===== src/rtl/seq_adder_64_ctrl.sv =====
// Purpose: 64-bit adder that time-shares one 32-bit adder slice, low half first and then high half.
// Latency: done pulses 3 cycles after the start is accepted; at most one accept every 4 cycles.
// Backpressure: start is sampled only in IDLE; a start while busy is dropped and the operation in flight is unaffected.

module full_adder_32_bit (
    input  logic [31:0] a,
    input  logic [31:0] b,
    input  logic        cin,
    output logic [31:0] sum,
    output logic        cout
);

    // Plain ripple add of one 32-bit slice; the carry out is the 33rd bit.
    always_comb begin
        {cout, sum} = {1'b0, a} + {1'b0, b} + {32'b0, cin};
    end

endmodule

module seq_adder_64_ctrl #(
    parameter int HALF_W = 32
) (
    input  logic                clk,
    input  logic                rst,
    input  logic                start,
    input  logic [2*HALF_W-1:0] a,
    input  logic [2*HALF_W-1:0] b,
    input  logic                cin,
    output logic                busy,
    output logic                done,
    output logic [2*HALF_W-1:0] sum,
    output logic                cout,
    output logic                ovf
);

    localparam int W = 2 * HALF_W;

    typedef enum logic [1:0] {
        IDLE = 2'd0,
        LO   = 2'd1,
        HI   = 2'd2,
        DONE = 2'd3
    } state_t;

    state_t state, state_nxt;

    logic [W-1:0]      a_r;
    logic [W-1:0]      b_r;
    logic              cin_r;
    logic              c_r;

    logic [HALF_W-1:0] add_a;
    logic [HALF_W-1:0] add_b;
    logic              add_cin;
    logic [HALF_W-1:0] add_sum;
    logic              add_cout;

    // State register; reset returns to IDLE and drops any request on the same edge.
    always_ff @(posedge clk) begin
        if (rst) begin
            state <= IDLE;
        end else begin
            state <= state_nxt;
        end
    end

    // Next-state: IDLE waits for start, then LO -> HI -> DONE -> IDLE unconditionally.
    always_comb begin
        state_nxt = state;
        case (state)
            IDLE:    state_nxt = start ? LO : IDLE;
            LO:      state_nxt = HI;
            HI:      state_nxt = DONE;
            DONE:    state_nxt = IDLE;
            default: state_nxt = IDLE;
        endcase
    end

    assign busy = (state != IDLE);

    // Shared slice input mux: low half with the caller's carry, high half with the latched carry.
    always_comb begin
        add_a   = '0;
        add_b   = '0;
        add_cin = 1'b0;
        case (state)
            LO: begin
                add_a   = a_r[HALF_W-1:0];
                add_b   = b_r[HALF_W-1:0];
                add_cin = cin_r;
            end
            HI: begin
                add_a   = a_r[W-1:HALF_W];
                add_b   = b_r[W-1:HALF_W];
                add_cin = c_r;
            end
            default: begin
                add_a   = '0;
                add_b   = '0;
                add_cin = 1'b0;
            end
        endcase
    end

    full_adder_32_bit u_slice (
        .a    (add_a),
        .b    (add_b),
        .cin  (add_cin),
        .sum  (add_sum),
        .cout (add_cout)
    );

    // Datapath: capture operands on accept, write each result half as its slice completes, pulse done once.
    always_ff @(posedge clk) begin
        if (rst) begin
            a_r   <= '0;
            b_r   <= '0;
            cin_r <= 1'b0;
            c_r   <= 1'b0;
            sum   <= '0;
            cout  <= 1'b0;
            ovf   <= 1'b0;
            done  <= 1'b0;
        end else begin
            done <= 1'b0;
            case (state)
                IDLE: begin
                    if (start) begin
                        a_r   <= a;
                        b_r   <= b;
                        cin_r <= cin;
                    end
                end
                LO: begin
                    sum[HALF_W-1:0] <= add_sum;
                    c_r             <= add_cout;
                end
                HI: begin
                    sum[W-1:HALF_W] <= add_sum;
                    cout            <= add_cout;
                    // Signed overflow: like-signed operands producing a result of the other sign.
                    ovf             <= (a_r[W-1] == b_r[W-1]) && (add_sum[HALF_W-1] != a_r[W-1]);
                    done            <= 1'b1;
                end
                default: begin
                    done <= 1'b0;
                end
            endcase
        end
    end

endmodule

===== config.mk =====
export PLATFORM = sky130hd
export DESIGN_NAME = seq_adder_64_ctrl
export DESIGN_NICKNAME = d
export VERILOG_FILES = /design/src/rtl/seq_adder_64_ctrl.sv
export SDC_FILE = /design/constraint.sdc
export NUM_CORES = 1
export LEC_CHECK = 0
export ABC_AREA = 1
export BUFFER_PORTS_ARGS = -buffer_cell sky130_fd_sc_hd__buf_2
export CAP_MARGIN = 20
export CORE_UTILIZATION = 30
export CTS_CLUSTER_DIAMETER = 60
export DETAILED_ROUTE_END_ITERATION = 12
export PLACE_DENSITY_LB_ADDON = 0.05
export SLEW_MARGIN = 20
export SYNTH_ARGS = -nofsm -noshare
export SYNTH_HDL_FRONTEND = slang
export SYNTH_SLANG_ARGS = --single-unit

===== constraint.sdc =====
create_clock -name clk -period 3.6 [get_ports clk]
set_input_delay 1.08 -clock clk [delete_from_list [all_inputs] [get_ports clk]]
set_output_delay 1.08 -clock clk [all_outputs]
set_load 0.02 [all_outputs]

==> results.tsv, run 1 <==
metric	value	unit
r2r endpoint	sum[23]	
# setup viols final	0	
synthesis-stage register bit count	199	
overall routing resource usage	0.193	
clock slew at reported path FFs	0.08	ns
share of cells above drive strength 1	0.169	
commonest non-fill, non-tap cell in the layout	nor2_1	
clock power share	0.341	
DR vias	9874	
Register Area	3980	um2
cell area after synthesis	10100	um2
Core Box Area	32900	um2
Worst setup EP type	register	
Switching Power	1890	uW
area of the multi-input gates	5400	um2
placement row count	66	
antenna cell count	0	
Worst EP required	3.95	ns
crit share post-route	0.912	
critical path peak fanout	60	
Slew Limit Fails	0	
drt pass-1 iters	5	
GRT overflow	0	
post-route setup TNS	0	ns
# resized after CTS	0	
most frequent cells in the layout	402 x nor2_1, 282 x nand2_1, 199 x dfxtp_1, 199 x buf_2, 167 x o21ai_0	
Post-synth ARST share	0	
RSZ-0062 raised after global routing	no	
Slew Limit Headroom	0.604	
logic gate share of total power	0.206	
clk_skew	0.0182	ns
Top FF cell, synth	dfxtp_1	
Max-Cap Viols	0	
Syn-to-layout area delta	21.2	%
status	finished, final reports clean	
cts hold-fix bufs	0	
fillers	3753	
Routed WL	32900	um
Syn Inst Count	1540	
WHS	0.476	ns
R2R setup slack	0.32	ns
vias in the first global route	9137	
measured slew at the worst slew-check pin	0.594	ns
initial core utilization	0.308	
DR iter-0 viols	469	
count of cell types in the netlist	35	
first-pass GRT wire length	50900	um
I/O pin count	200	
DR WL/cell	15.3	um
Peak VDD IR	326	uV
Die Y	186	um
Leakage	0.00571	uW
clk sinks	199	
register area share after synthesis	0.394	
pwr/cell area	466	nW/um2
CTS Root Cell	clkbuf_16	
crit path kind	register to register	
Setup Buffers After CTS	0	
Syn Area/Cell	6.56	um2
post-synth net total	1709	
Worst Hold Class	register to register	
Clock Path Buffers	2	
# DRC	0	
routability cong.	0.875	
Post-DRT Antenna Nets	0	
Final Hold Viols	0	
CP Launch Type	register	
Final nets	1867	
CTS H-tree lvls	4	
# port buffers	199	
Num CTS Buffers	17	
CP endpoint	sum[23]	
initial antenna violation count	0	
RR Startpoint	state[0]	
Die ar.	34400	um2
Arr. time, crit path	3.63	ns
Post-Place Cells	2120	
fin crit period	3.28	ns
Worst-Skew Late Latency	0.44	ns
Via density	4.59	
HPWL Detailed	25000	um
CTS tree	built	
YS warnings	0	
Reg2Reg Depth	15	
Flop pwr share	0.454	
switch share	0.332	
non-filler cells, final	2153	
Worst Setup SP	state[0]	
EDFF count, synth	0	
chip width	186	um
internal power	3810	uW
largest net degree at the start of global routing	151	
FMAX	305	MHz
## registers in the layout, summed over array words and instances (netlist names)
signal and count:
a_r 64, b_r 64, c_r 1, cin_r 1, cout 1, done 1
ovf 1, state 2, sum 64
## per-layer routing
metal | share of wire | vias to the layer above | track usage
li1 | - | 5235 | -
met5 | 0 | - | 0
met4 | 0.0072 | 0 | 0.0397
met2 | 0.40 | 215 | 0.275
met1 | 0.55 | 4406 | 0.304
met3 | 0.037 | 18 | 0.0211
## power groups by stage
stage               Sequential [uW]  Combinational [uW]  Clock (uW)
floorplan                      2690                 679           0
global placement               2640                1180           0
detailed placement             2640                1190           0
CTS                            2590                1190        2010
global route                   2620                1340        2100
finish                         2590                1170        1940
## cells in the mapped netlist, types with 2 or more instances
library cell	number	area share
a21oi_2	6	0.0052
inv_1	111	0.041
inv_2	4	0.0015
nand3_1	69	0.034
nor3_2	3	0.0030
nand2_4	2	0.0022
buf_1	9	0.0033
o21ai_1	4	0.0020
buf_2	6	0.0030
xor2_1	9	0.0078
o21ai_0	167	0.083
nand2_1	283	0.11
nand3_2	2	0.0020
dfxtp_1	199	0.39
nor2_1	402	0.15
a21o_1	3	0.0022
nor2_2	3	0.0019
xnor2_1	4	0.0035
nand4_1	7	0.0043
ha_1	35	0.043
o211ai_1	13	0.0097
nand2_2	8	0.0050
a21oi_1	99	0.049
clkbuf_1	69	0.026
o21a_1	4	0.0030
fa_1	2	0.0040
o21bai_1	4	0.0030
nor3_1	6	0.0030
## worst min-delay path by stage
stage,end,slack [ns],from,cells past startpoint
floorplan,a_r[32],0.45,a_r[32],2
global route,sum[47],0.49,sum[47],2
CTS,sum[47],0.48,sum[47],2
detailed placement,sum[47],0.47,sum[47],2
finish,sum[43],0.48,sum[43],2
global placement,sum[20],0.46,sum[20],2
## kinds of logic after synthesis
group | share of synthesized area
flops | 0.394
simple gates | 0.312
compound gates | 0.161
fa+ha+maj | 0.0473
xor+xnor | 0.0113
buf+inv | 0.0746
## stage by stage
stage / worst slack (ns) / total power [uW] / instance area [um2] / util
floorplan: 0.587 / 3370 / 10100 / -
global placement: 0.305 / 3820 / 11600 / 0.354
detailed placement: 0.323 / 3830 / 11600 / 0.354
CTS: 0.311 / 5790 / 12200 / 0.372
global route: 0.0688 / 6060 / 12200 / 0.373
finish: 0.317 / 5700 / 12200 / 0.373
## cell type report
| cell class | instances | area share |
|---|---|---|
| flip-flops and latches | 199 | 0.325 |
| multi-input cells | 1142 | 0.441 |
| clock inverters | 13 | 0.0126 |
| clock buffers | 19 | 0.0362 |
| well taps | 442 | 0.0451 |
| inverters | 115 | 0.0354 |
| repair buffers | 223 | 0.104 |
## worst max-delay path, cell delays in order (launching register included)
cell and delay, ns:
dfxtp_1 0.37, inv_1 0.11, ha_1 0.31, inv_2 0.13
buf_12 0.27, a21oi_1 0.11, ha_1 0.42, a21oi_1 0.21
nand2_1 0.15, a21oi_2 0.20, nand2_4 0.09, a21oi_2 0.14
xor2_1 0.41, nand2_1 0.12, nand2_1 0.08, inv_1 0.03
No activity file was read; power rests on OpenSTA's default activity.
==> run 2, diff against run 1 <==
Clock period 3.6 ns to 3.5 ns, I/O delays scaled along.
==> results.tsv, run 2 (synthesized netlist as in run 1, its figures left out) <==
metric	value	unit	change
critical path peak fanout	13		-78%
Peak VDD IR	334	uV	+2.7%
initial core utilization	0.308		unchanged
GRT overflow	0		unchanged
Max-Cap Viols	0		unchanged
Num CTS Buffers	17		unchanged
Post-DRT Antenna Nets	0		unchanged
Via density	4.58		about the same
Core Box Area	32900	um2	unchanged
non-filler cells, final	2157		+0.19%
FMAX	307	MHz	+0.84%
DR vias	9884		+0.10%
drt pass-1 iters	7		+2
post-route setup TNS	0	ns	unchanged
fillers	3778		+0.67%
clk_skew	0.0163	ns	-0.00193 ns
HPWL Detailed	25400	um	+1.5%
crit path kind	register to register		
Slew Limit Headroom	0.578		-0.0263
Register Area	3980	um2	unchanged
cts hold-fix bufs	0		unchanged
Syn-to-layout area delta	21.4	%	
CTS Root Cell	clkbuf_16		
Die ar.	34400	um2	unchanged
initial antenna violation count	0		unchanged
Worst setup EP type	register		
largest registers	a_r: 64 flops, b_r: 64 flops, sum: 64 flops		
WHS	0.481	ns	+0.00534 ns
Worst EP required	3.84	ns	-0.11 ns
pwr/cell area	480	nW/um2	+3.1%
RSZ-0062 raised after global routing	no		
Slew Limit Fails	0		unchanged
Post-Place Cells	2123		+0.14%
routability cong.	0.852		-2.7%
placement row count	66		unchanged
# port buffers	199		unchanged
I/O pin count	200		unchanged
share of cells above drive strength 1	0.173		+0.00310
area of the multi-input gates	5410	um2	about the same
chip width	186	um	unchanged
status	finished, final reports clean		
fin crit period	3.26	ns	-0.0273 ns
Final Util	0.373		+0.000571
Worst-Skew Late Latency	0.44	ns	about the same
CTS H-tree lvls	4		unchanged
Arr. time, crit path	3.59	ns	-0.04 ns
clock slew at reported path FFs	0.08	ns	about the same
# DRC	0		unchanged
Final Hold Viols	0		unchanged
Routed WL	33300	um	+1.5%
first-pass GRT wire length	52300	um	+2.8%
crit share post-route	0.930		+0.0183
measured slew at the worst slew-check pin	0.633	ns	+0.0395 ns
most frequent cells in the layout	402 x nor2_1, 282 x nand2_1, 199 x dfxtp_1, 199 x buf_2, 167 x o21ai_0		
# setup viols final	0		unchanged
largest net degree at the start of global routing	151		unchanged
dpl ws	0.208	ns	-0.115 ns
DR WL/cell	15.5	um	+1.3%
antenna cell count	0		unchanged
R2R setup slack	0.24	ns	-0.07 ns
post-route worst setup slack	0.245	ns	-0.0727 ns
clk sinks	199		unchanged
commonest non-fill, non-tap cell in the layout	nor2_1		
CTS tree	built		
Leakage	0.00572	uW	+0.24%
CP Launch Type	register		
Die Y	186	um	unchanged
Final nets	1871		+0.21%
Worst Hold Class	register to register		
DR iter-0 viols	501		+6.8%
Clock Path Buffers	2		unchanged
vias in the first global route	9485		+3.8%
overall routing resource usage	0.197		+0.00384
## run 2: layer usage
metal,part of all wire,GRT usage
met1,0.54,0.301
met2,0.41,0.288
met3,0.045,0.0266
met4,0.0083,0.0390
met5,0,0
## run 2: metrics by stage
stage                     cell area (um2)  total power [uW]
after floorplan                     10100              3460
after global placement              11600              3930
after detailed placement            11600              3940
after CTS                           12200              5970
after global routing                12300              6250
final                               12300              5890
## run 2: cell type report
| type | instances | area share |
|---|---|---|
| sequential | 199 | 0.325 |
| clock buffer | 18 | 0.0358 |
| tap | 442 | 0.0451 |
| timing repair buffer | 227 | 0.104 |
| inverter | 115 | 0.0354 |
| multi-input combinational | 1142 | 0.441 |
| clock inverter | 14 | 0.0140 |
## run 2: power by group
group / switching, uW / internal [uW]
Combinational: 794 / 421
Clock: 1020 / 991
Sequential: 144 / 2520
## run 2: repair_timing
item / in CTS / in global routing
setup buffers: 0 / 2
endpoints found under the setup margin: 0 / 7
gates resized for setup: 0 / 1
## run 2: critical path: stages (launching register included)
cell     delay, ns
dfxtp_1       0.38
inv_1         0.12
ha_1          0.31
inv_2         0.10
buf_4         0.21
a21oi_1       0.26
ha_1          0.39
nand2_1       0.18
inv_2         0.05
a21oi_2       0.17
nand2_4       0.09
nand2_2       0.08
nand2_4       0.07
a21oi_2       0.15
xor2_1        0.41
nand2_1       0.09
nand2_1       0.08
inv_1         0.04
## run 2: final timing paths
check	start	end	cells past startpoint
hold reg to reg	sum[17]	sum[17]	2
hold / removal	sum[17]	sum[17]	2
setup / recovery	state[1]	sum[23]	17
setup reg to reg	state[1]	sum[23]	17
==> run 3, diff against run 2 <==
Settings changed: GPL_ROUTABILITY_DRIVEN from default to 0, RECOVER_POWER from default to 50.
==> results.tsv, run 3 (synthesized netlist as in run 1, its figures left out) <==
metric	value	unit	change
Worst Hold Class	register to register		
initial core utilization	0.308		unchanged
Switching Power	1970	uW	+0.33%
Final Hold Viols	0		unchanged
switch share	0.336		+0.00278
CTS tree	built		
clock power share	0.341		about the same
CP Launch Type	register		
Crit path largest cell delay	0.44	ns	+0.03 ns
critical path peak fanout	42		+29
Clock Path Buffers	2		unchanged
Num CTS Buffers	17		unchanged
internal power	3890	uW	-0.91%
Final Util	0.370		-0.00346
Max-Cap Viols	0		unchanged
Die ar.	34400	um2	unchanged
RSZ-0062 raised after global routing	no		
post-route setup TNS	0	ns	unchanged
Peak VDD IR	355	uV	+6.3%
Final Cell Area	12200	um2	-0.93%
GRT overflow	0		unchanged
crit share post-route	0.930		about the same
Leakage	0.00542	uW	-5.3%
largest registers	a_r: 64 flops, b_r: 64 flops, sum: 64 flops		
HPWL Detailed	25000	um	-1.4%
Core Box Area	32900	um2	unchanged
Worst EP required	3.83	ns	about the same
# resized after CTS	0		unchanged
FMAX	307	MHz	about the same
drt pass-1 iters	7		unchanged
vias in the first global route	9444		-0.43%
# setup viols final	0		unchanged
DR vias	9912		+0.28%
crit path kind	register to register		
# port buffers	199		unchanged
Die Y	186	um	unchanged
Slew Limit Headroom	0.392		-0.186
CTS Root Cell	clkbuf_16		
non-filler cells, final	2153		-0.19%
Worst setup EP type	register		
chip width	186	um	unchanged
Flop pwr share	0.455		+0.003
Routed WL	33200	um	-0.47%
status	finished, final reports clean		
Worst-Skew Late Latency	0.44	ns	about the same
Post-DRT Antenna Nets	0		unchanged
commonest non-fill, non-tap cell in the layout	nor2_1		
I/O pin count	200		unchanged
antenna cell count	0		unchanged
DR WL/cell	15.4	um	-0.28%
first-pass GRT wire length	51600	um	-1.4%
Register Area	3980	um2	unchanged
fin crit period	3.26	ns	+0.000538 ns
placement row count	66		unchanged
clk sinks	199		unchanged
pwr/cell area	482	nW/um2	+0.43%
DR iter-0 viols	618		+23%
critical path, cell by cell	inv_1 -> ha_1 -> inv_2 -> buf_12 -> a21oi_1 -> ha_1 -> nand2_1 -> nor2_2 -> inv_2 -> nor3_1 -> nand3_1 -> nand4_1 -> nand3_1 -> o211ai_1 -> inv_1		
most frequent cells in the layout	402 x nor2_1, 282 x nand2_1, 199 x dfxtp_1, 167 x o21ai_0, 132 x buf_2		
# DRC	0		unchanged
Post-Place Cells	2119		-0.19%
CTS H-tree lvls	4		unchanged
Total Power	5860	uW	-0.50%
fillers	3780		+0.053%
initial antenna violation count	0		unchanged
DP Area	11600	um2	-0.15%
Final nets	1867		-0.21%
Via density	4.60		+0.47%
clk_skew	0.0155	ns	-0.000784 ns
largest net degree at the start of global routing	151		unchanged
measured slew at the worst slew-check pin	0.913	ns	+0.279 ns
Slew Limit Fails	0		unchanged
overall routing resource usage	0.194		-0.00291
clock slew at reported path FFs	0.08	ns	about the same
area of the multi-input gates	5400	um2	about the same
logic gate share of total power	0.204		-0.002
Syn-to-layout area delta	20.3	%	
share of cells above drive strength 1	0.130		-0.0428
slowest library cell on the worst path	ha_1		
Arr. time, crit path	3.58	ns	about the same
==> run 3: timing repair <==
item	in CTS	in global routing
hold buffers	0	0
setup endpoints to repair	0	10
setup buffers	0	2
==> run 3: worst paths after layout <==
path                  from  endpoint  slack [ns]  depth (start not counted)
setup / recovery  state[1]   sum[17]        0.24                         15
hold / removal     sum[47]   sum[47]        0.48                          2
setup reg to reg  state[1]   sum[17]        0.24                         15
hold reg to reg    sum[47]   sum[47]        0.48                          2
==> run 3: final cells by class <==
type / instances / area share
tap: 442 / 0.0455
clock buffer: 18 / 0.0353
multi-input combinational: 1142 / 0.444
sequential: 199 / 0.328
clock inverter: 14 / 0.0145
timing repair buffer: 223 / 0.0968
inverter: 115 / 0.0357
==> run 3: power groups by stage <==
stage                     combinational (uW)  sequential [uW]  clock [uW]
after floorplan                          698             2770           0
after global placement                  1200             2720           0
after detailed placement                1210             2720           0
after CTS                               1220             2670        2070
after global routing                    1370             2700        2160
final                                   1190             2660        2000
==> run 3: per-stage QoR <==
stage               setup WS (ns)  hold slack, ns
global route               0.0357           0.503
CTS                         0.190           0.482
global placement            0.216           0.455
finish                      0.244           0.481
floorplan                   0.487           0.455
detailed placement          0.207           0.467
==> run 3: per-layer routing <==
| metal | vias up | part of all wire | global-route usage |
|---|---|---|---|
| met2 | 209 | 0.41 | 0.285 |
| met4 | 0 | 0.0098 | 0.0416 |
| met3 | 19 | 0.040 | 0.0256 |
| li1 | 5243 | - | - |
| met1 | 4441 | 0.54 | 0.295 |
| met5 | - | 0 | 0 |
==> run 3: worst max-delay path, delay by kind of cell, from the launching register on <==
kind / cells / cell delay (ns)
AO/OA/AOI/OAI: 2 / 0.19
adder cells (fa/ha/maj): 2 / 0.73
buffers and inverters: 5 / 0.66
flip-flops: 1 / 0.38
AND/OR/NAND/NOR: 6 / 1.17
